===== config.mk =====
export PLATFORM = sky130hd
export DESIGN_NAME = uart_rx_flat
export DESIGN_NICKNAME = d
export VERILOG_FILES = /design/src/rtl/uart_rx_if.sv /design/src/rtl/uart_rx.sv /design/src/flat_wrapper.sv
export SDC_FILE = /design/constraint.sdc
export NUM_CORES = 1
export LEC_CHECK = 0
export BUFFER_PORTS_ARGS = -buffer_cell sky130_fd_sc_hd__buf_2
export CORE_UTILIZATION = 60
export CTS_CLUSTER_DIAMETER = 150
export DETAILED_ROUTE_END_ITERATION = 12
export PLACE_DENSITY = 0.81
export SLEW_MARGIN = 20
export SYNTH_ARGS = -nofsm -noshare
export SYNTH_HDL_FRONTEND = slang
export SYNTH_SLANG_ARGS = --single-unit

===== constraint.sdc =====
create_clock -name clk -period 4.45 [get_ports clk]
set_clock_uncertainty 0.1 [all_clocks]
set_input_delay 1.335 -clock clk [delete_from_list [all_inputs] [get_ports clk]]
set_output_delay 1.335 -clock clk [all_outputs]
set_load 0.005 [all_outputs]

===== src/rtl/uart_rx_if.sv =====
// rtl/uart_rx_if.sv - serial line and received-byte signals between uart_rx and its consumer
interface uart_rx_if;
  logic       input_rx;
  logic [7:0] data_byte;
  logic       data_valid;
  logic       framing_error;
  logic       parity_error;
  logic       busy;

  modport master (
    input  input_rx,
    output data_byte, data_valid, framing_error, parity_error, busy
  );

  modport slave (
    output input_rx,
    input  data_byte, data_valid, framing_error, parity_error, busy
  );
endinterface


===== src/rtl/uart_rx.sv =====
// rtl/uart_rx.sv - 8N1 UART receiver with mid-bit sampling and break handling
// Define UART_RX_PARITY_EN for 8E1 frames with an even-parity check.
module uart_rx #(
  parameter int baudrate     = 115200,
  parameter int clk_freq     = 10000000,
  parameter int clks_per_bit = clk_freq / baudrate,
  parameter int half_bit     = clks_per_bit / 2
) (
  input  logic      clk,
  input  logic      rst,
  uart_rx_if.master bus
);

  localparam logic [15:0] CPB_M1  = 16'(clks_per_bit - 1);
  localparam logic [15:0] HALF_M1 = 16'(half_bit - 1);

  typedef enum logic [2:0] {
    S_IDLE,
    S_START,
    S_DATA,
    S_PARITY,
    S_STOP,
    S_BREAK
  } state_e;

  state_e      state_q, state_d;
  logic [15:0] clk_count_q, clk_count_d;
  logic [2:0]  bit_index_q, bit_index_d;
  logic [7:0]  shift_q, shift_d;
  logic        sync1_q, rx_sync_q;
  logic        stop_ok_q, stop_ok_d;
  logic        stop_bad_q, stop_bad_d;
  logic [7:0]  data_byte_q;
  logic        data_valid_q;
  logic        framing_error_q;
`ifdef UART_RX_PARITY_EN
  logic        par_bad_q, par_bad_d;
  logic        parity_error_q;
`endif

  always_comb begin
    state_d     = state_q;
    clk_count_d = clk_count_q + 16'd1;
    bit_index_d = bit_index_q;
    shift_d     = shift_q;
    stop_ok_d   = 1'b0;
    stop_bad_d  = 1'b0;
`ifdef UART_RX_PARITY_EN
    par_bad_d   = par_bad_q;
`endif
    case (state_q)
      S_IDLE: begin
        clk_count_d = 16'd0;
        if (!rx_sync_q) state_d = S_START;
      end
      S_START: begin
        if (clk_count_q == HALF_M1) state_d = rx_sync_q ? S_IDLE : S_DATA;
      end
      S_DATA: begin
        if (clk_count_q == CPB_M1) begin
          shift_d[bit_index_q] = rx_sync_q;
          bit_index_d          = bit_index_q + 3'd1;
          clk_count_d          = 16'd0;
`ifdef UART_RX_PARITY_EN
          if (bit_index_q == 3'd7) state_d = S_PARITY;
`else
          if (bit_index_q == 3'd7) state_d = S_STOP;
`endif
        end
      end
`ifdef UART_RX_PARITY_EN
      S_PARITY: begin
        if (clk_count_q == CPB_M1) begin
          par_bad_d = ^shift_q ^ rx_sync_q;
          state_d   = S_STOP;
        end
      end
`endif
      S_STOP: begin
        if (clk_count_q == CPB_M1) begin
          stop_ok_d  = rx_sync_q;
          stop_bad_d = !rx_sync_q;
          state_d    = rx_sync_q ? S_IDLE : S_BREAK;
        end
      end
      S_BREAK: begin
        // A held-low line stays here so it is never decoded as further frames.
        clk_count_d = 16'd0;
        if (rx_sync_q) state_d = S_IDLE;
      end
      default: state_d = S_IDLE;
    endcase
    if (state_d != state_q) begin
      clk_count_d = 16'd0;
      bit_index_d = 3'd0;
    end
  end

  always_ff @(posedge clk) begin
    if (rst) begin
      state_q         <= S_IDLE;
      clk_count_q     <= 16'd0;
      bit_index_q     <= 3'd0;
      shift_q         <= 8'h00;
      sync1_q         <= 1'b1;
      rx_sync_q       <= 1'b1;
      stop_ok_q       <= 1'b0;
      stop_bad_q      <= 1'b0;
      data_byte_q     <= 8'h00;
      data_valid_q    <= 1'b0;
      framing_error_q <= 1'b0;
`ifdef UART_RX_PARITY_EN
      par_bad_q       <= 1'b0;
      parity_error_q  <= 1'b0;
`endif
    end else begin
      state_q         <= state_d;
      clk_count_q     <= clk_count_d;
      bit_index_q     <= bit_index_d;
      shift_q         <= shift_d;
      sync1_q         <= bus.input_rx;
      rx_sync_q       <= sync1_q;
      stop_ok_q       <= stop_ok_d;
      stop_bad_q      <= stop_bad_d;
      data_valid_q    <= stop_ok_q;
      framing_error_q <= stop_bad_q;
      if (stop_ok_q) data_byte_q <= shift_q;
`ifdef UART_RX_PARITY_EN
      par_bad_q       <= par_bad_d;
      parity_error_q  <= stop_ok_q & par_bad_q;
`endif
    end
  end

  assign bus.data_byte     = data_byte_q;
  assign bus.data_valid    = data_valid_q;
  assign bus.framing_error = framing_error_q;
  assign bus.busy          = (state_q != S_IDLE);
`ifdef UART_RX_PARITY_EN
  assign bus.parity_error  = parity_error_q;
`else
  assign bus.parity_error  = 1'b0;
`endif

endmodule


===== src/flat_wrapper.sv =====
// flat-port wrapper written by rule: the top's interface ports become plain ports
module uart_rx_flat 
#(
  parameter int baudrate     = 115200,
  parameter int clk_freq     = 10000000,
  parameter int clks_per_bit = clk_freq / baudrate,
  parameter int half_bit     = clks_per_bit / 2
)
  (clk, rst, bus_input_rx, bus_data_byte, bus_data_valid, bus_framing_error, bus_parity_error, bus_busy);
  uart_rx_if bus_i ();
  input  logic clk;
  input  logic rst;
  input wire logic [$bits(bus_i.input_rx)-1:0] bus_input_rx;
  output wire logic [$bits(bus_i.data_byte)-1:0] bus_data_byte;
  output wire logic [$bits(bus_i.data_valid)-1:0] bus_data_valid;
  output wire logic [$bits(bus_i.framing_error)-1:0] bus_framing_error;
  output wire logic [$bits(bus_i.parity_error)-1:0] bus_parity_error;
  output wire logic [$bits(bus_i.busy)-1:0] bus_busy;
  assign bus_i.input_rx = bus_input_rx;
  assign bus_data_byte = bus_i.data_byte;
  assign bus_data_valid = bus_i.data_valid;
  assign bus_framing_error = bus_i.framing_error;
  assign bus_parity_error = bus_i.parity_error;
  assign bus_busy = bus_i.busy;
  uart_rx #(.baudrate(baudrate), .clk_freq(clk_freq), .clks_per_bit(clks_per_bit), .half_bit(half_bit)) u_core (.clk(clk), .rst(rst), .bus(bus_i));
endmodule

==> results, run 1 <==
- Walking the worst path, the cells encountered are or3_1 > buf_2.
- The core outline area is 3100 µm².
- Along the worst hold path, the cell count comes to 1.
- Yosys mapped a number of flops with a built-in enable equal to 0.
- The final hold violation count is 0.
- The critical path buffer and inverter count is 1.
- The footprint of the multi-input gates is between 1000 and 1500 µm².
- The number of remaining DRC errors is 0.
- The depth of the worst register-to-register path is 6.
- The area growth from synthesis to layout is 6.44%.
- Of all cell types, the one taking the most synthesized area is sky130_fd_sc_hd__dfxtp_1.
- The global-route congestion overflow total is 0.
- The number of vias after detailed routing is roughly 1,500.
- Across every metal layer, demand over resource in global routing totals 0.228.
- The number of global-route vias before repair was approximately 1,300.
- The TritonCTS clock tree is yes.
- The share of the yosys chip area belonging to registers is 0.440.
- Clock tree synthesis found a total of between 40 and 50 sinks.
- The count of filler cells inserted in the layout is ~260.
- Of the total power, combinational logic draws 0.026.
- The antenna diode count is 0.
- After clock tree synthesis, the clock-pin slew on the worst setup and hold paths is 120 ps.
- The number of antenna violations at the first check in global routing is 0.
- The first global-routing pass estimated ~6 mm of wire.
- The post-synthesis cell type count is 39.
- The worst slew margin relative to its limit is 0.533.
- The number of nets in the synthesized netlist is 227.
- After detailed placement, the total cell area comes to about 2100 µm².
- The internal portion of the total power is ~0.46 mW.
- The critical path capture point type is an output port.
- For this design the static power due to leakage is ~0.82 nW.
- The I/O pin count is 15.
- The critical path class is register to output port.
- In this design, the stage delay of the slowest critical-path cell is ~440 ps.
- Hold timing on the final database bottoms out at a slack of between 300 and 400 ps.
- The critical path runs through a total of 2 cells.
- The area of all placed cells without fillers is ~2100 µm².
- Averaged over all synthesized cells, the footprint is slightly above 9 µm².
- The last weighted congestion value of the routability-driven placer is 0.865.
- For this run, the share of the core covered by cells in the final layout is 0.686.
- After synthesis, the most frequently instantiated cells are 44 x sky130_fd_sc_hd__dfxtp_1, 36 x sky130_fd_sc_hd__nor2_1, 16 x sky130_fd_sc_hd__mux2i_1, 12 x sky130_fd_sc_hd__nor3_1.
- STA classifies the critical path startpoint as a register.
- The die height is 59.7 µm.
- sky130_fd_sc_hd__dfxtp_1 is the most common cell in the netlist.
- Among all stages on the critical path, the largest delay is contributed by sky130_fd_sc_hd__dfxtp_1.
- The number of maximum-capacitance constraint violations is 0.
- Setup repair after global routing left no endpoint under its margin.
- Dividing total power by cell area gives a power density of between 200 and 300 nW/µm².
- The maximum root-to-sink buffer count is 2.
- The count of pins over their slew limit came to 0.
- The detail route stage leaves a number of antenna-violating nets equal to 0.
- The period utilization is 0.619.
- The transition time at the pin with the least slew margin is ~690 ps.
- Broken down by cell family, the worst path's largest delay share belongs to flip-flops.
- The HPWL reported at the end of detailed placement is between 2 and 3 mm.
- Of the total power, registers draw 0.667.
- Of the total power, the share spent switching nets is 0.233.
- Dividing the detail-routed wire length by the instance count gives 13.2 µm.
- The final period demand of the worst path is around 2800 ps.
- The area of the die is 3570 µm².
- The number of instances in the synthesized netlist is between 200 and 250.
- The root buffer cell is sky130_fd_sc_hd__clkbuf_4.
- Ranked by total cell area, the synthesized netlist is headed by sky130_fd_sc_hd__dfxtp_1 44%, sky130_fd_sc_hd__mux2i_1 8.0%, sky130_fd_sc_hd__nor2_1 6.8%.
- The clock network fraction of design power is 0.307.
- The total setup buffers inserted after CTS is 0.
- The worst-case IR drop observed on VDD is 0.000192 V.
- The number of gates resized after CTS was 0.
- Buffers placed on the I/O ports in this run total 13.
- For this run, the number of Yosys warnings is 0.
- The pin count of the biggest net entering global routing is 27.
- The number of hold buffers added after CTS was 0.
- The clock latency at the later pin of the worst-skew pair is roughly 350 ps.
- The mapped netlist covers ~2000 µm².
- The most instantiated flip-flop cell in the synthesis netlist is sky130_fd_sc_hd__dfxtp_1.
- The synthesized design contains between 40 and 50 register bits.
- Power comes to around 0.6 mW.
- For this run, the detailed router's first-pass iteration total came to 4.
- The detailed-route vias per instance is around 5.7.
- The detailed router finished its first iteration with roughly 100 violations.
- In the synthesized netlist the async set-or-reset flop fraction comes to 0.
- In this run the worst path has a maximum fanout of 11.
- The portion of synthesized cell area occupied by the leading cell type is 0.440.
- Summed over all nets, the switching power comes to ~0.14 mW.
- The site row count is 20.
- For the worst setup path, the data required time is 3010 ps.
- Summed over all failing endpoints, the final setup total negative slack is 0 ps.
- The critical path arrival is 1320 ps.
- The floorplan step set the die width to ~60 µm.
- Summed over all layers, the routed wires come to approximately 3.6 mm.
- The setup-violating endpoint count in the final report is 0.
- The type of the worst min-delay path is register to register.
- The CTS buffer count is 5.
- The flip-flop and latch area is 881 µm².
- For this configuration, the core starts out at a cell density of 0.645.
- The fraction of final layout cells sized beyond drive strength 1 is 0.122.
- The flow ran to the end, and the final reports show no timing, DRC or antenna violations.
- The level count of the clock H-tree is 2.
- At the end of the flow, the number of nets in the layout was 237.
- The maximum operating frequency is between 0.3 and 0.4 GHz.
[final timing paths]
| kind | slack, ps | start | endpoint |
|---|---|---|---|
| hold reg to reg | 340 | u_core.sync1_q | u_core.rx_sync_q |
| setup / recovery | 1690 | u_core.state_q[2] | bus_busy |
| hold / removal | 340 | u_core.sync1_q | u_core.rx_sync_q |
| setup reg to reg | 1760 | u_core.clk_count_q[0] | u_core.clk_count_q[2] |
[area by class of cell]
class,instances,share of cell area
clock buffers,5,0.0176
clock inverters,2,0.00588
inverters,4,0.00705
multi-input cells,161,0.499
flip-flops and latches,44,0.414
well taps,44,0.0259
repair buffers,13,0.0306
[flip-flops by register name (all words and copies together), names as in the netlist]
name / flops
u_core.bit_index_q: 3
u_core.bus.data_byte: 8
u_core.bus.data_valid: 1
u_core.bus.framing_error: 1
u_core.clk_count_q: 16
u_core.rx_sync_q: 1
u_core.shift_q: 8
u_core.state_q: 3
u_core.stop_bad_q: 1
u_core.stop_ok_q: 1
u_core.sync1_q: 1
[metrics by stage]
stage	std cells	worst slack, ps
2_1_floorplan	219	2100
3_3_place_gp	266	1840
3_5_place_dp	266	1720
4_1_cts	273	1670
5_1_grt	273	1530
6_report	273	1690
[kinds of logic (layout without fill, tap and decap cells)]
logic type | after synthesis | in the layout | synth area share
adder cells (fa/ha/maj) | 5 | 5 | 0.0313
AO/OA/AOI/OAI | 19 | 19 | 0.0682
XOR/XNOR | 15 | 15 | 0.0657
AND/OR/NAND/NOR | 105 | 105 | 0.285
multiplexers | 16 | 16 | 0.0800
other | 1 | 1 | 0.00187
flip-flops | 44 | 44 | 0.440
buffers and inverters | 14 | 24 | 0.0281
[per-layer routing]
layer,GRT usage,up-vias,wire (µm)
li1,-,781,-
met1,0.302,721,1760
met2,0.340,40,1630
met3,0.0455,7,140
met4,0.143,0,79
met5,0,-,0
[cells in the final DEF (no fill, tap or decap), types with 7 or more instances in the layout]
cell / count
sky130_fd_sc_hd__nor3_1: 12
sky130_fd_sc_hd__nor2_1: 36
sky130_fd_sc_hd__nand3_1: 9
sky130_fd_sc_hd__xor2_1: 7
sky130_fd_sc_hd__dfxtp_1: 44
sky130_fd_sc_hd__xnor2_1: 8
sky130_fd_sc_hd__mux2i_1: 16
sky130_fd_sc_hd__buf_2: 13
sky130_fd_sc_hd__nand2_1: 9
[power by group through the flow]
stage	clock (mW)	combinational, mW	sequential (mW)
3_3_place_gp	0	0.0145	0.407
5_1_grt	0.201	0.0174	0.400
6_report	0.184	0.0155	0.399
2_1_floorplan	0	0.0142	0.405
4_1_cts	0.186	0.0154	0.399
3_5_place_dp	0	0.0153	0.408
Power figures use the tool's default switching activity.
==> run 2, diff against run 1 <==
CORE_UTILIZATION = 58   (was 60)
PLACE_DENSITY = 0.78   (was 0.81)
clock period = 2.89 ns   (was 4.45 ns; I/O delays follow)
==> run 2 against run 1 <==
Net effect:
- sequential cell count stayed put
- sequential share of layout area is 0.65 points lower
- hold slack worse by 9.2 ps
- cell count is 1.5% higher
- non-clock buffer count is 3 higher
- global-route usage is 0.57 points higher
- combinational power is 46% higher
- first-iteration DRC count is 11% higher
- core utilization hardly changed
- clock-buffer cell count is 1 higher
- largest power group unchanged
==> results, run 2 (same netlist as run 1, synthesis figures left out) <==
- The flip-flop and latch area came to 881 µm² (unchanged).
- The number of remaining DRC errors is 0 (unchanged).
- The number of flip-flops in the largest register was 16 (unchanged).
- The sum of met2 wire segment lengths after detailed routing is 1.62 mm (was 1.63 mm).
- RSZ-0062 raised after global routing: false (unchanged).
- The number of maximum-capacitance constraint violations is 0 (unchanged).
- The type of the worst min-delay path is register to register (unchanged).
- The effective utilization at floorplan is 0.635 (was 0.645).
- The internal power contribution is 0.733 mW (was 0.458 mW).
- The level count of the clock H-tree came to 2 (unchanged).
- The count of filler cells inserted in the layout is 249 (was 263).
- The area growth from synthesis to final layout was 8.13% (was 6.44%).
- The post-place instance area was 2100 µm² (was 2080 µm²).
- The critical path launch point type is a register (unchanged).
- The TritonCTS clock tree was yes (unchanged).
- The area of all placed cells without fillers was 2160 µm² (was 2130 µm²).
- The transition time at the pin with the least slew margin is 524 ps (was 694 ps).
- The number of vias after detailed routing is 1,562 (was 1,549).
- The footprint of the multi-input gates is 1060 µm² (unchanged).
- The clock network fraction of design power was 0.328 (was 0.307).
- The cell repeated most along the worst path is sky130_fd_sc_hd__or4_4.
- The site row count came to 20 (unchanged).
- The number of optimization iterations in the first detailed-route pass is 4 (unchanged).
- The width of the die is 60.7 µm (was 59.7 µm).
- The I/O pin count is 15 (unchanged).
- The most common cell after layout, fill and taps aside is sky130_fd_sc_hd__dfxtp_1 (unchanged).
- The maximum operating frequency is ~0.40 GHz.
- The critical-path cell with the highest stage delay was sky130_fd_sc_hd__or4_4 (was sky130_fd_sc_hd__dfxtp_1).
- The data required time at the worst endpoint is 3040 ps (was 3010 ps).
- The final period demand of the worst path is approximately 2500 ps.
- The detailed-route vias per instance is 5.64 (was 5.67).
- The largest voltage drop on the vdd net came to 0.000351 V (was 0.000192 V).
- The clock transition at the register clock pins on the worst setup and hold paths after CTS is 130 ps (was 120 ps).
- The global-route congestion overflow total is 0 (unchanged).
- The critical path capture point type is a register (was output port).
- The period utilization is 0.856.
- The final hold violation count is 0 (unchanged).
- The core outline area came to 3150 µm² (was 3100 µm²).
- The setup total negative slack was 0 ps (unchanged).
- The worst slew margin relative to its limit is 0.650 (was 0.533).
- The top routing layer in use is met4 (unchanged).
- The CTS buffer count is 5 (unchanged).
- The setup-violating endpoint count in the final report is 0 (unchanged).
- The last weighted congestion value of the routability-driven placer is 0.806 (was 0.865).
- The pin count of the biggest net entering global routing came to 27 (unchanged).
- The sink count of the clock tree is 44 (unchanged).
- Commonest non-fill, non-tap cells in the layout: 44 x sky130_fd_sc_hd__dfxtp_1, 36 x sky130_fd_sc_hd__nor2_1, 16 x sky130_fd_sc_hd__mux2i_1 (unchanged).
- The number of nets in the finished design is 240 (was 237).
- The power density of the placed cells is 438 nW/µm² (was 281 nW/µm²).
- The detailed router's first-iteration violation count is 113 (was 102).
- The count of nets left with antenna violations after detail routing came to 0 (unchanged).
- The met1 wire length is 1.84 mm (was 1.76 mm).
- The fraction of power spent switching nets is 0.227 (was 0.233).
- The total setup buffers inserted after CTS is 0 (unchanged).
- The total wire length after detailed routing is 3.65 mm (was 3.61 mm).
- The HPWL reported at the end of detailed placement is 2.57 mm (was 2.60 mm).
- The final hold slack is 331 ps (was 340 ps).
- The wire length per cell is 13.2 µm (about the same).
- The die height is 60.7 µm (was 59.7 µm).
- Ordered cell list for the critical path: or4_4 > or4_4 > or3_4 > o31ai_4 > nor3_1 (was or3_1 > buf_2).
- The met3 layer wire length in the routed design is 108 µm (was 140 µm).
- The number of instances resized during post-cts repair is 0 (unchanged).
- The clock latency at the later pin of the worst-skew pair was 360 ps (was 350 ps).
- The maximum root-to-sink buffer count came to 2 (unchanged).
- The total track usage was 0.234 (was 0.228).
- The cts-stage hold buffer count is 0 (unchanged).
- The largest fanout on the critical path is 6 (was 11).
- The part of the power in combinational logic was 0.024 (was 0.026).
- The number of antenna violations at the first check in global routing was 0 (unchanged).
- The count of buffers inserted at the top-level ports is 13 (unchanged).
- The area of the die was 3690 µm² (was 3570 µm²).
- The critical path arrival was 2630 ps (was 1320 ps).
- The leakage power total was 0.846 nW (was 0.820 nW).
- The largest stage delay on the critical path came to 560 ps (was 440 ps).
- The total net switching power came to 0.215 mW (was 0.140 mW).
- The register with the highest flop count is u_core.clk_count_q (unchanged).
- The cell type group with the largest total delay on the critical path is simple AND/OR/NAND/NOR gates (was flip-flops).
- The root buffer cell is sky130_fd_sc_hd__clkbuf_4 (unchanged).
- The critical path buffer and inverter count is 0 (was 1).
- The count of pins over their slew limit came to 0 (unchanged).
- The fraction of final layout cells sized beyond drive strength 1 came to 0.137 (was 0.122).
- The cell count after placement is 269 (was 266).
- The antenna diode count is 0 (unchanged).
- The critical path class is register to register (was register to output port).
- The number of global-route vias before repair is 1,388 (was 1,313).
- The non-filler instance count after layout came to 277 (was 273).
- Run status: complete, no violations (unchanged).
- The first-pass GRT wire length is 6.28 mm (was 5.98 mm).
- The sequential fraction of design power was 0.648 (was 0.667).
run 2: per-layer routing:
layer | vias up | global-route usage
li1 | 799 | -
met1 | 732 | 0.305
met2 | 21 | 0.361
met3 | 10 | 0.0597
met4 | 0 | 0.117
met5 | - | 0
run 2: area by class of cell:
cell class | instances | area share
multi-input combinational | 161 | 0.492
sequential | 44 | 0.407
timing repair buffer | 16 | 0.0405
tap | 44 | 0.0254
clock buffer | 6 | 0.0237
inverter | 4 | 0.00694
clock inverter | 2 | 0.00463
run 2: power by group through the flow:
| stage | Clock [mW] | Sequential [mW] | Combinational [mW] |
|---|---|---|---|
| 2_1_floorplan | 0 | 0.624 | 0.0218 |
| 3_3_place_gp | 0 | 0.628 | 0.0222 |
| 3_5_place_dp | 0 | 0.628 | 0.0224 |
| 4_1_cts | 0.313 | 0.614 | 0.0224 |
| 5_1_grt | 0.347 | 0.615 | 0.0254 |
| 6_report | 0.310 | 0.614 | 0.0227 |
run 2: per-stage QoR:
step                utilization  power, mW  worst slack [ps]
floorplan                     -      0.646               535
global placement          0.667      0.650               460
detailed placement        0.667      0.650               409
CTS                       0.686      0.950               415
global route              0.686      0.988               281
finish                    0.686      0.947               416
run 2: worst paths after layout:
path                                              from  slack (ps)  cells after the start                     to
worst max-delay path            u_core.clk_count_q[11]         420                      5  u_core.clk_count_q[2]
worst min-delay path                    u_core.sync1_q         330                      1       u_core.rx_sync_q
worst max register to register  u_core.clk_count_q[11]         420                      5  u_core.clk_count_q[2]
worst min register to register          u_core.sync1_q         330                      1       u_core.rx_sync_q
